## config.mk

```make
export PLATFORM = sky130hd
export DESIGN_NAME = mmio_timer
export DESIGN_NICKNAME = d
export VERILOG_FILES = /design/src/rtl/mmio_timer_pkg.sv /design/src/rtl/mmio_timer_tick_gen.sv /design/src/rtl/mmio_timer.sv
export SDC_FILE = /design/constraint.sdc
export NUM_CORES = 1
export LEC_CHECK = 0
export ABC_AREA = 1
export ABC_CLOCK_PERIOD_IN_PS = 3480
export BUFFER_PORTS_ARGS = -buffer_cell sky130_fd_sc_hd__buf_2
export CAP_MARGIN = 10
export CORE_MARGIN = 5
export CORE_UTILIZATION = 55
export CTS_CLUSTER_DIAMETER = 40
export DETAILED_ROUTE_END_ITERATION = 10
export PLACE_DENSITY = 0.75
export SETUP_SLACK_MARGIN = 0.2
export SYNTH_ARGS = -nofsm -noshare
export SYNTH_HDL_FRONTEND = slang
export SYNTH_HIERARCHICAL = 1
export SYNTH_SLANG_ARGS = --single-unit
```

## constraint.sdc

```tcl
create_clock -name clk -period 3.48 [get_ports clk]
set_clock_uncertainty 0.2 [all_clocks]
set_input_delay 0 -clock clk [delete_from_list [all_inputs] [get_ports clk]]
set_output_delay 0 -clock clk [all_outputs]
set_load 0.05 [all_outputs]
```

## src/rtl/mmio_timer_pkg.sv

```systemverilog
// mmio_timer_pkg: shared register map, CTRL field layout, reset constants and
// the byte-lane merge helper used by the memory-mapped machine timer.
package mmio_timer_pkg;

  // Byte offsets inside the 32-byte register window
  localparam logic [4:0] OFF_MTIME_LO    = 5'h00;
  localparam logic [4:0] OFF_MTIME_HI    = 5'h04;
  localparam logic [4:0] OFF_MTIMECMP_LO = 5'h08;
  localparam logic [4:0] OFF_MTIMECMP_HI = 5'h0C;
  localparam logic [4:0] OFF_CTRL        = 5'h10;
  localparam logic [4:0] OFF_STATUS      = 5'h14;

  // CTRL register bit positions
  localparam int unsigned CTRL_EN        = 0;
  localparam int unsigned CTRL_IE        = 1;
  localparam int unsigned CTRL_PRESC_LSB = 8;
  localparam int unsigned CTRL_PRESC_MSB = 15;

  typedef struct packed {
    logic [7:0] presc;
    logic       ie;
    logic       en;
  } timer_ctrl_t;

  localparam logic [63:0] MTIMECMP_RST = '1;

  // Replace the bytes of cur selected by mask with the matching bytes of wdata
  function automatic logic [31:0] apply_mask(input logic [31:0] cur,
                                             input logic [31:0] wdata,
                                             input logic [3:0]  mask);
    logic [31:0] r;
    r = cur;
    for (int unsigned k = 0; k < 4; k++) begin
      if (mask[k]) r[8*k +: 8] = wdata[8*k +: 8];
    end
    return r;
  endfunction

endpackage

```

## src/rtl/mmio_timer_tick_gen.sv

```systemverilog
// tick_gen: prescaler for the machine timer.
// Ports:
//   clk, rst  - clock, synchronous active-high reset
//   en        - counting enable; counter held at 0 while low
//   clr       - synchronous clear (CTRL written)
//   presc     - terminal count; a tick every presc+1 enabled cycles
//   tick      - one-cycle pulse, mtime advances on the edge ending it
module tick_gen
  import mmio_timer_pkg::*;
(
  input  logic       clk,
  input  logic       rst,
  input  logic       en,
  input  logic       clr,
  input  logic [7:0] presc,
  output logic       tick
);

  logic [7:0] pcnt;

  // A tick depends only on the current count, so a CTRL write in a terminal
  // cycle still produces that cycle's tick before the counter restarts.
  assign tick = en && (pcnt == presc);

  always_ff @(posedge clk) begin
    if (rst || !en || clr) begin
      pcnt <= '0;
    end else if (tick) begin
      pcnt <= '0;
    end else begin
      pcnt <= pcnt + 8'd1;
    end
  end

endmodule

```

## src/rtl/mmio_timer.sv

```systemverilog
// mmio_timer: memory-mapped machine timer responder on the data-memory bus.
// Holds a 64-bit free-running mtime, a 64-bit mtimecmp, CTRL (EN/IE/PRESC)
// and a sticky PEND flag; irq_o = PEND & IE.
// Ports:
//   clk, rst      - clock, synchronous active-high reset
//   mem_addr_i    - byte address; 32-byte window at BASE_ADDR
//   we_i, re_i    - write / read strobes, qualified by window hit
//   mem_W_data_i  - write data
//   mem_W_mask_i  - byte enables (bit k -> byte k)
//   mem_R_data_o  - combinational read data, 0 when not reading the window
//   irq_o         - level timer interrupt
module mmio_timer
  import mmio_timer_pkg::*;
#(
  parameter logic [31:0] BASE_ADDR = 32'h0000_0400
) (
  input  logic        clk,
  input  logic        rst,
  input  logic [31:0] mem_addr_i,
  input  logic        we_i,
  input  logic        re_i,
  input  logic [31:0] mem_W_data_i,
  input  logic [3:0]  mem_W_mask_i,
  output logic [31:0] mem_R_data_o,
  output logic        irq_o
);

  logic [63:0] mtime;
  logic [63:0] mtimecmp;
  timer_ctrl_t ctrl;
  logic        pend;

  logic        hit;
  logic [4:0]  off;
  logic        wr_en;
  logic        rd_en;
  logic        wr_mtime_lo;
  logic        wr_mtime_hi;
  logic        wr_cmp_lo;
  logic        wr_cmp_hi;
  logic        wr_ctrl;
  logic        w1c_pend;
  logic        match;
  logic        tick;
  logic [31:0] ctrl_word;

  // Address decode; the two low address bits are masked off here
  assign hit   = (mem_addr_i & ~32'h1F) == BASE_ADDR;
  assign off   = mem_addr_i[4:0] & 5'h1C;
  assign wr_en = hit && we_i && (mem_W_mask_i != 4'b0000);
  assign rd_en = hit && re_i;

  assign wr_mtime_lo = wr_en && (off == OFF_MTIME_LO);
  assign wr_mtime_hi = wr_en && (off == OFF_MTIME_HI);
  assign wr_cmp_lo   = wr_en && (off == OFF_MTIMECMP_LO);
  assign wr_cmp_hi   = wr_en && (off == OFF_MTIMECMP_HI);
  assign wr_ctrl     = wr_en && (off == OFF_CTRL);
  assign w1c_pend    = wr_en && (off == OFF_STATUS) && mem_W_mask_i[0] && mem_W_data_i[0];

  // Compare uses the flop values, so a same-cycle mtimecmp write cannot
  // affect this cycle's PEND update.
  assign match = mtime >= mtimecmp;

  assign ctrl_word = {16'h0000, ctrl.presc, 6'b000000, ctrl.ie, ctrl.en};

  tick_gen u_tick_gen (
    .clk   (clk),
    .rst   (rst),
    .en    (ctrl.en),
    .clr   (wr_ctrl),
    .presc (ctrl.presc),
    .tick  (tick)
  );

  // Any write into either mtime half blocks the increment for the whole
  // 64-bit counter that cycle, so a partial write never sees a carry.
  always_ff @(posedge clk) begin
    if (rst) begin
      mtime <= '0;
    end else if (wr_mtime_lo || wr_mtime_hi) begin
      if (wr_mtime_lo) mtime[31:0]  <= apply_mask(mtime[31:0],  mem_W_data_i, mem_W_mask_i);
      if (wr_mtime_hi) mtime[63:32] <= apply_mask(mtime[63:32], mem_W_data_i, mem_W_mask_i);
    end else if (tick) begin
      mtime <= mtime + 64'd1;
    end
  end

  always_ff @(posedge clk) begin
    if (rst) begin
      mtimecmp <= MTIMECMP_RST;
    end else begin
      if (wr_cmp_lo) mtimecmp[31:0]  <= apply_mask(mtimecmp[31:0],  mem_W_data_i, mem_W_mask_i);
      if (wr_cmp_hi) mtimecmp[63:32] <= apply_mask(mtimecmp[63:32], mem_W_data_i, mem_W_mask_i);
    end
  end

  always_ff @(posedge clk) begin
    if (rst) begin
      ctrl <= '0;
    end else if (wr_ctrl) begin
      if (mem_W_mask_i[0]) begin
        ctrl.en <= mem_W_data_i[CTRL_EN];
        ctrl.ie <= mem_W_data_i[CTRL_IE];
      end
      if (mem_W_mask_i[1]) ctrl.presc <= mem_W_data_i[CTRL_PRESC_MSB:CTRL_PRESC_LSB];
    end
  end

  // Set has priority over write-1-to-clear
  always_ff @(posedge clk) begin
    if (rst) begin
      pend <= 1'b0;
    end else if (match) begin
      pend <= 1'b1;
    end else if (w1c_pend) begin
      pend <= 1'b0;
    end
  end

  assign irq_o = pend & ctrl.ie;

  always_comb begin
    mem_R_data_o = '0;
    if (rd_en) begin
      case (off)
        OFF_MTIME_LO:    mem_R_data_o = mtime[31:0];
        OFF_MTIME_HI:    mem_R_data_o = mtime[63:32];
        OFF_MTIMECMP_LO: mem_R_data_o = mtimecmp[31:0];
        OFF_MTIMECMP_HI: mem_R_data_o = mtimecmp[63:32];
        OFF_CTRL:        mem_R_data_o = ctrl_word;
        OFF_STATUS:      mem_R_data_o = {31'h0, pend};
        default:         mem_R_data_o = '0;
      endcase
    end
  end

endmodule

```

=== Word-level counts from Yosys, hierarchy flattened ===
Cells that the tools add are included.
W data, S select, Z words.

* Memories: 0
* Latch bits: 0
* Logic and storage cells: 89
* Flip-flop bits (word level): 147
* Bits in writable memories: 0
* ROM bits: 0
* Bits of input ports: 72
* Output and inout port bits: 33

* Magnitude comparators: 1
* Eq/ne operators: 13
* Multiply operators: 0
* Bitwise gates (word level): 1
* Muxes and demuxes: 12
* Reductions and logical operators: 39
* $add $sub $neg: 2
* Div/mod/pow operators: 0
* Shift operators: 0

{| class="wikitable"
|+ Operators by type and width
! cell !! number
|-
| $pmux W32 S6 || 1
|-
| $mux W64 || 2
|-
| $mux W32 || 3
|-
| $add A64 B1 Y64 const B || 1
|-
| $ge A64 B64 Y1 || 1
|-
| $mux W8 || 4
|-
| $eq A27 B6 Y1 const B || 1
|-
| $reduce_and A3 Y1 || 8
|-
| $reduce_and A2 Y1 || 10
|-
| $logic_and A1 B1 Y1 || 12
|-
| $ne A2 B2 Y1 const B || 6
|-
| $add A8 B1 Y8 const B || 1
|-
| $eq A8 B8 Y1 || 1
|-
| $eq A3 B2 Y1 const B || 2
|-
| $eq A3 B3 Y1 const B || 2
|-
| $logic_not A5 Y1 || 1
|-
| $reduce_bool A2 Y1 || 2
|-
| $reduce_bool A4 Y1 || 1
|-
| $eq A3 B1 Y1 const B || 1
|-
| $logic_or A1 B1 Y1 || 3
|-
| $mux W1 || 2
|-
| $reduce_or A2 Y1 || 1
|-
| $and A1 B1 Y1 || 1
|-
| $logic_not A1 Y1 || 1
|}

=== Longest topological paths before layout ===
* Depth in word-level cells: 8
* Depth in mapped cells: 17
* Depth with buffers taken out: 17

=== Cells and area by module ===
The synthesis kept the hierarchy.

{| class="wikitable"
|+ By module, submodules not included
! module !! instances !! area each (um^2) !! sequential area each (um^2) !! cells each
|-
| mmio_timer || 1 || 10203.5 || 2782.7 || 1614
|-
| tick_gen || 1 || 534.3 || 160.2 || 88
|}

=== Worst setup path before layout ===
No wires, ideal clock.

* Path kind: register -> register
* Start: register u_tick_gen.pcnt[3]
* End: register mtime[16]
* Library setup time: 113 ps
* Buffers on the path: 1
* Stages on the path, launching flop included: 13
* Setup slack: 1498 ps
* Data arrival time: 1670 ps
* Clock period less this slack: 1982 ps
* Path through: dfxtp_1 -> inv_1 -> nand2_1 -> o21ai_0 -> nor2_1 -> nand2_1 -> nor3_1 -> inv_1 -> nand2_4 -> o211ai_2 -> buf_6 -> nor2_1 -> nor2_1

* Longest elaborated chain between the ends: 4

{| class="wikitable"
|+ Ends and longest elaborated chain
! what !! RTL line !! text
|-
| start: declaration || mmio_timer_tick_gen.sv:19 || <nowiki>logic [7:0] pcnt;</nowiki>
|-
| start signal: assignment || mmio_timer_tick_gen.sv:31 || <nowiki>pcnt <= pcnt + 8'd1;</nowiki>
|-
| $eq A8 B8 Y1 || mmio_timer_tick_gen.sv:23 || <nowiki>assign tick = en && (pcnt == presc);</nowiki>
|-
| $logic_and A1 B1 Y1 || mmio_timer_tick_gen.sv:23 ||
|-
| net tick || mmio_timer.sv:44 || <nowiki>logic tick;</nowiki>
|-
| $reduce_bool A2 Y1 (no source line) || n/a ||
|-
| $reduce_and A3 Y1 (no source line) || n/a ||
|-
| end signal: assignment || mmio_timer.sv:81 || <nowiki>if (wr_mtime_lo) mtime[31:0] <= apply_mask(mtime[31:0], mem_W_data_i, mem_W_mask_i);</nowiki>
|-
| end signal: assignment || mmio_timer.sv:84 || <nowiki>mtime <= mtime + 64'd1;</nowiki>
|-
| end: declaration || mmio_timer.sv:28 || <nowiki>logic [63:0] mtime;</nowiki>
|}

The timed path passes the listed nets, and every way through them passes these cells.
A chain may end at the register's enable or synchronous reset.

=== Worst setup path after layout ===
* Start: input mem_addr_i[4]
* End: output mem_R_data_o[12]

* Longest elaborated chain between the ends: 3
* Elaborated cells on any way between the ends: 8

{| class="wikitable"
|+ Ends and longest elaborated chain
! what !! RTL line !! text
|-
| start: declaration || mmio_timer.sv:19 || <nowiki>input logic [31:0] mem_addr_i,</nowiki>
|-
| $eq A3 B3 Y1, or another cell as far along || mmio_timer.sv:125 || <nowiki>case (off)</nowiki>
|-
| $pmux W32 S6 * || mmio_timer.sv:125 ||
|-
| $mux W32 * || mmio_timer.sv:124 || <nowiki>if (rd_en) begin</nowiki>
|-
| end: declaration || mmio_timer.sv:24 || <nowiki>output logic [31:0] mem_R_data_o,</nowiki>
|}

Mark *: on every way between the ends. The rest lies on a longest branch, timed or not.

==> reports/results.tsv <==
metric	value	unit
outcome	complete, no violations	
Layout Utilization	64.28	%
Antenna Cells	0	
portion of total power attributed to combinational logic	6.0	%
post-synth net total	1840	
overall die area	22420	um^2
number of buffers inserted to repair setup after CTS	0	
largest net degree at the start of global routing	69	
max-slew violation total from the final report	0	
Synth Register Bits	147	
Worst Path Max Fanout	23	
part of the Yosys area used for sequential elements	27.41	%
total routed wirelength	39240	um
cell type with the highest occurrence count on the critical path	buf_2	
P_leak	6.125	nW
Non-Filler Cell Area, Final	12430	um^2
most frequent standard cell in the layout excluding fill and tap cells	nand2_1	
Port Buffer Count	102	
area of placed instances	11360	um^2
DRC violation count after routing	0	
area added between synthesis and finish	15.74	%
starting density of the core	55.54	%
final instance count without filler cells	2103	
Post-DRT Antenna Nets	0	
r2r endpoint	mtime[28]$_SDFFE_PP0P_	
core area	19330	um^2
number of standard-cell rows in the floorplan	51	
most frequent cells in the layout	nand2_1, nor2_1, inv_1, dfxtp_1, a21oi_1	
part of the total power dissipated in sequential elements	44.1	%
clk sinks	147	
routed via count divided by cell count	5.650	
R2R Setup Slk	0.84	ns
Post-Synthesis Cell Area	10740	um^2
Max Cap Viol	0	
net load switching power	0.0009160	W
switching portion of total power	24.03	%
fraction of layout instances using a drive strength above 1	10.50	%
number of buffers on the longest clock path	2	
total vias in the final route	11883	
detailed placer's ending HPWL	29020	um
number of setup violations in the final report	0	
post-synthesis async set-or-reset flop share	0	%
worst flop-to-flop path startpoint	u_tick_gen/pcnt[0]$_SDFF_PP0_	
Critical Path Source Type	input pin	
worst-case headroom to the max-slew limit	31.84	%
top cell family by delay on the critical path	buffers and inverters	
Routed WL per cell	18.66	um
Post-synth EDFFs	0	
Critical Path Sink Type	primary output	
slowest cell on the critical path	inv_1	
Clock Pin Slew Worst Setup and Hold Paths	0.06	ns
drt first-iter violations	1146	
arrival time of the worst setup path	2.83	ns
final worst hold slack	0.02112	ns
WHS Endpoint	mtime[13]$_SDFFE_PP0P_	
worst reg-to-reg path cell count	11	
vias in the first global route	11346	
number of filler cells placed in the layout	1865	
global-route wire length before repair	61220	um
final critical-path required period	3.032	ns
Max VDD drop	0.3035	mV
relative contribution of the clock network to total power	49.9	%
GRT Util Overall	35.23	%
CP required	3.28	ns
peak per-stage delay on the critical path	0.63	ns
floorplan die height	149.7	um
top achievable clock speed	0.3298	GHz
critical path, cell by cell	dlygate4sd3_1, buf_2, nor2_2, inv_1, o22ai_1, a221oi_1, a21oi_1, buf_2	
Post-Route Setup TNS	0	ns
library cells used by synthesis	49	
slew at the pin closest to its max-slew limit	1.021	ns
number of antenna violations at the first check in global routing	1	
Synth Warn #	6	
Tcrit/Tclk final	87.13	%
setup repair after global routing missed its margin	no	
ratio of total power to cell area	306.7	nW/um^2
clock tree from TritonCTS	yes	
Avg Synthesized Cell Area	6.309	um^2
total clock buffers created by CTS	17	
I/O pin cnt	105	
root buffer cell	clkbuf_16	
critical setup path kind	input pin to primary output	
synthesized instance count	1702	
number of nets in the layout	1965	
Remaining Overflow, GRT	0	
leading register cell type out of synthesis	dfxtp_1	
Final Hold Viols	0	
die width	149.7	um
HP Start	rst	
weighted congestion at the end of routability-driven global placement	1.036	
clock latency at the later pin of the worst-skew pair	0.43	ns
worst hold path type	input pin to flop	
First-pass DRT Iterations	5	
H-tree depth reported by CTS	4	
Buf+Inv Stages, Crit Path	4	
Placed Instances	2025	
Int Power	0.002896	W
number of stages on the worst hold path	4	
==> worst reg2reg max path: stages (launching register included) <==
cell and delay, ns:
dfxtp_1 0.41, inv_1 0.06, nand2_1 0.08, nand2_1 0.08
nor2_1 0.12, nand2_1 0.09, nor3_1 0.47, inv_1 0.16
nand2_4 0.12, o211ai_2 0.36, nor2_1 0.28, nor2_1 0.08
==> stage by stage <==
stage,total power (W),setup slack [ns]
6_report,0.003812,0.4477
5_1_grt,0.003918,0.3486
4_1_cts,0.003817,0.5289
3_5_place_dp,0.001906,0.9498
3_3_place_gp,0.001904,1.003
2_1_floorplan,0.001810,1.498
==> worst max path at each step <==
stage / startpoint / endpoint / slack [ns] / cells past startpoint
2_1_floorplan: u_tick_gen/pcnt[3]$_SDFF_PP0_ / mtime[16]$_SDFFE_PP0P_ / 1.50 / 12
3_3_place_gp: mem_addr_i[3] / mem_R_data_o[12] / 1.00 / 9
3_5_place_dp: u_tick_gen/pcnt[3]$_SDFF_PP0_ / mtime[27]$_SDFFE_PP0P_ / 0.95 / 11
4_1_cts: mem_addr_i[4] / mem_R_data_o[12] / 0.53 / 8
5_1_grt: mem_W_mask_i[1] / mtimecmp[39]$_SDFFE_PP1P_ / 0.35 / 13
6_report: mem_addr_i[4] / mem_R_data_o[12] / 0.45 / 8
==> flip-flops by register name, summed over array words and instances (netlist names) <==
register	flops
ctrl	10
mtime	64
mtimecmp	64
pend	1
u_tick_gen/pcnt	8
==> what timing repair did <==
| action | in CTS | in global routing |
|---|---|---|
| gates resized for setup | 0 | 0 |
| hold buffers | 48 | 0 |
| endpoints found under the hold margin | 139 | 0 |
==> Yosys cell counts, types with 2 or more instances <==
library cell,count,share of area (%)
a41oi_1,2,0.16
o22ai_1,28,1.6
nor2_2,5,0.29
buf_2,13,0.61
buf_1,3,0.10
nor2_1,275,9.6
nand3b_1,2,0.14
inv_2,12,0.42
a22oi_1,4,0.28
nand3_1,44,2.1
a31oi_1,6,0.35
a221oi_1,23,1.9
a21oi_1,142,6.6
o21ai_2,2,0.16
clkbuf_1,23,0.80
nand4_1,24,1.4
nor2_4,3,0.31
o21ai_1,22,1.0
inv_1,205,7.2
ha_1,66,7.7
o211ai_1,3,0.21
o211ai_2,3,0.35
nor3_1,38,1.8
xor2_1,43,3.5
nor4_1,2,0.12
clkinv_1,2,0.070
nand2_2,4,0.23
nand2_1,384,13
buf_6,6,0.63
dfxtp_1,147,27
buf_4,8,0.56
o21ai_4,3,0.45
nor3_2,3,0.28
o21ai_0,130,6.1
nand3_4,2,0.33
xnor2_1,3,0.24
nand2_4,5,0.52
==> final cells by class <==
type,instances,area (um^2),area share (%)
multi-input cells,1281,6674,53.70
flip-flops and latches,147,2943,23.68
repair buffers,160,1066,8.577
inverters,220,828.3,6.665
clock buffers,17,425.4,3.423
well taps,265,331.6,2.668
clock inverters,13,160.2,1.289
==> power groups by stage <==
stage | Sequential, W | Clock (W) | Combinational [W]
floorplan | 0.00172 | 0 | 0.0000901
global route | 0.00168 | 0.00199 | 0.000244
global placement | 0.00172 | 0 | 0.000184
finish | 0.00168 | 0.00190 | 0.000229
CTS | 0.00168 | 0.00191 | 0.000222
detailed placement | 0.00172 | 0 | 0.000186
==> kinds of logic after synthesis <==
group                      count (synthesis)  synth area share [%]
AOI/OAI and AO/OA                        372                 19.60
xor gates and xnor gates                  46                 3.752
adders and majority gates                 66                 7.690
buffers and inverters                    274                 10.46
DFF                                      147                 27.41
and+or+nand+nor                          797                 31.09
==> routing by layer <==
metal | GRT usage (%) | share of wire, %
met5 | 0 | 0.031
met2 | 58.98 | 46
met1 | 44.62 | 42
met4 | 13.95 | 4.1
met3 | 7.087 | 8.3
Power figures use the tool's default switching activity.
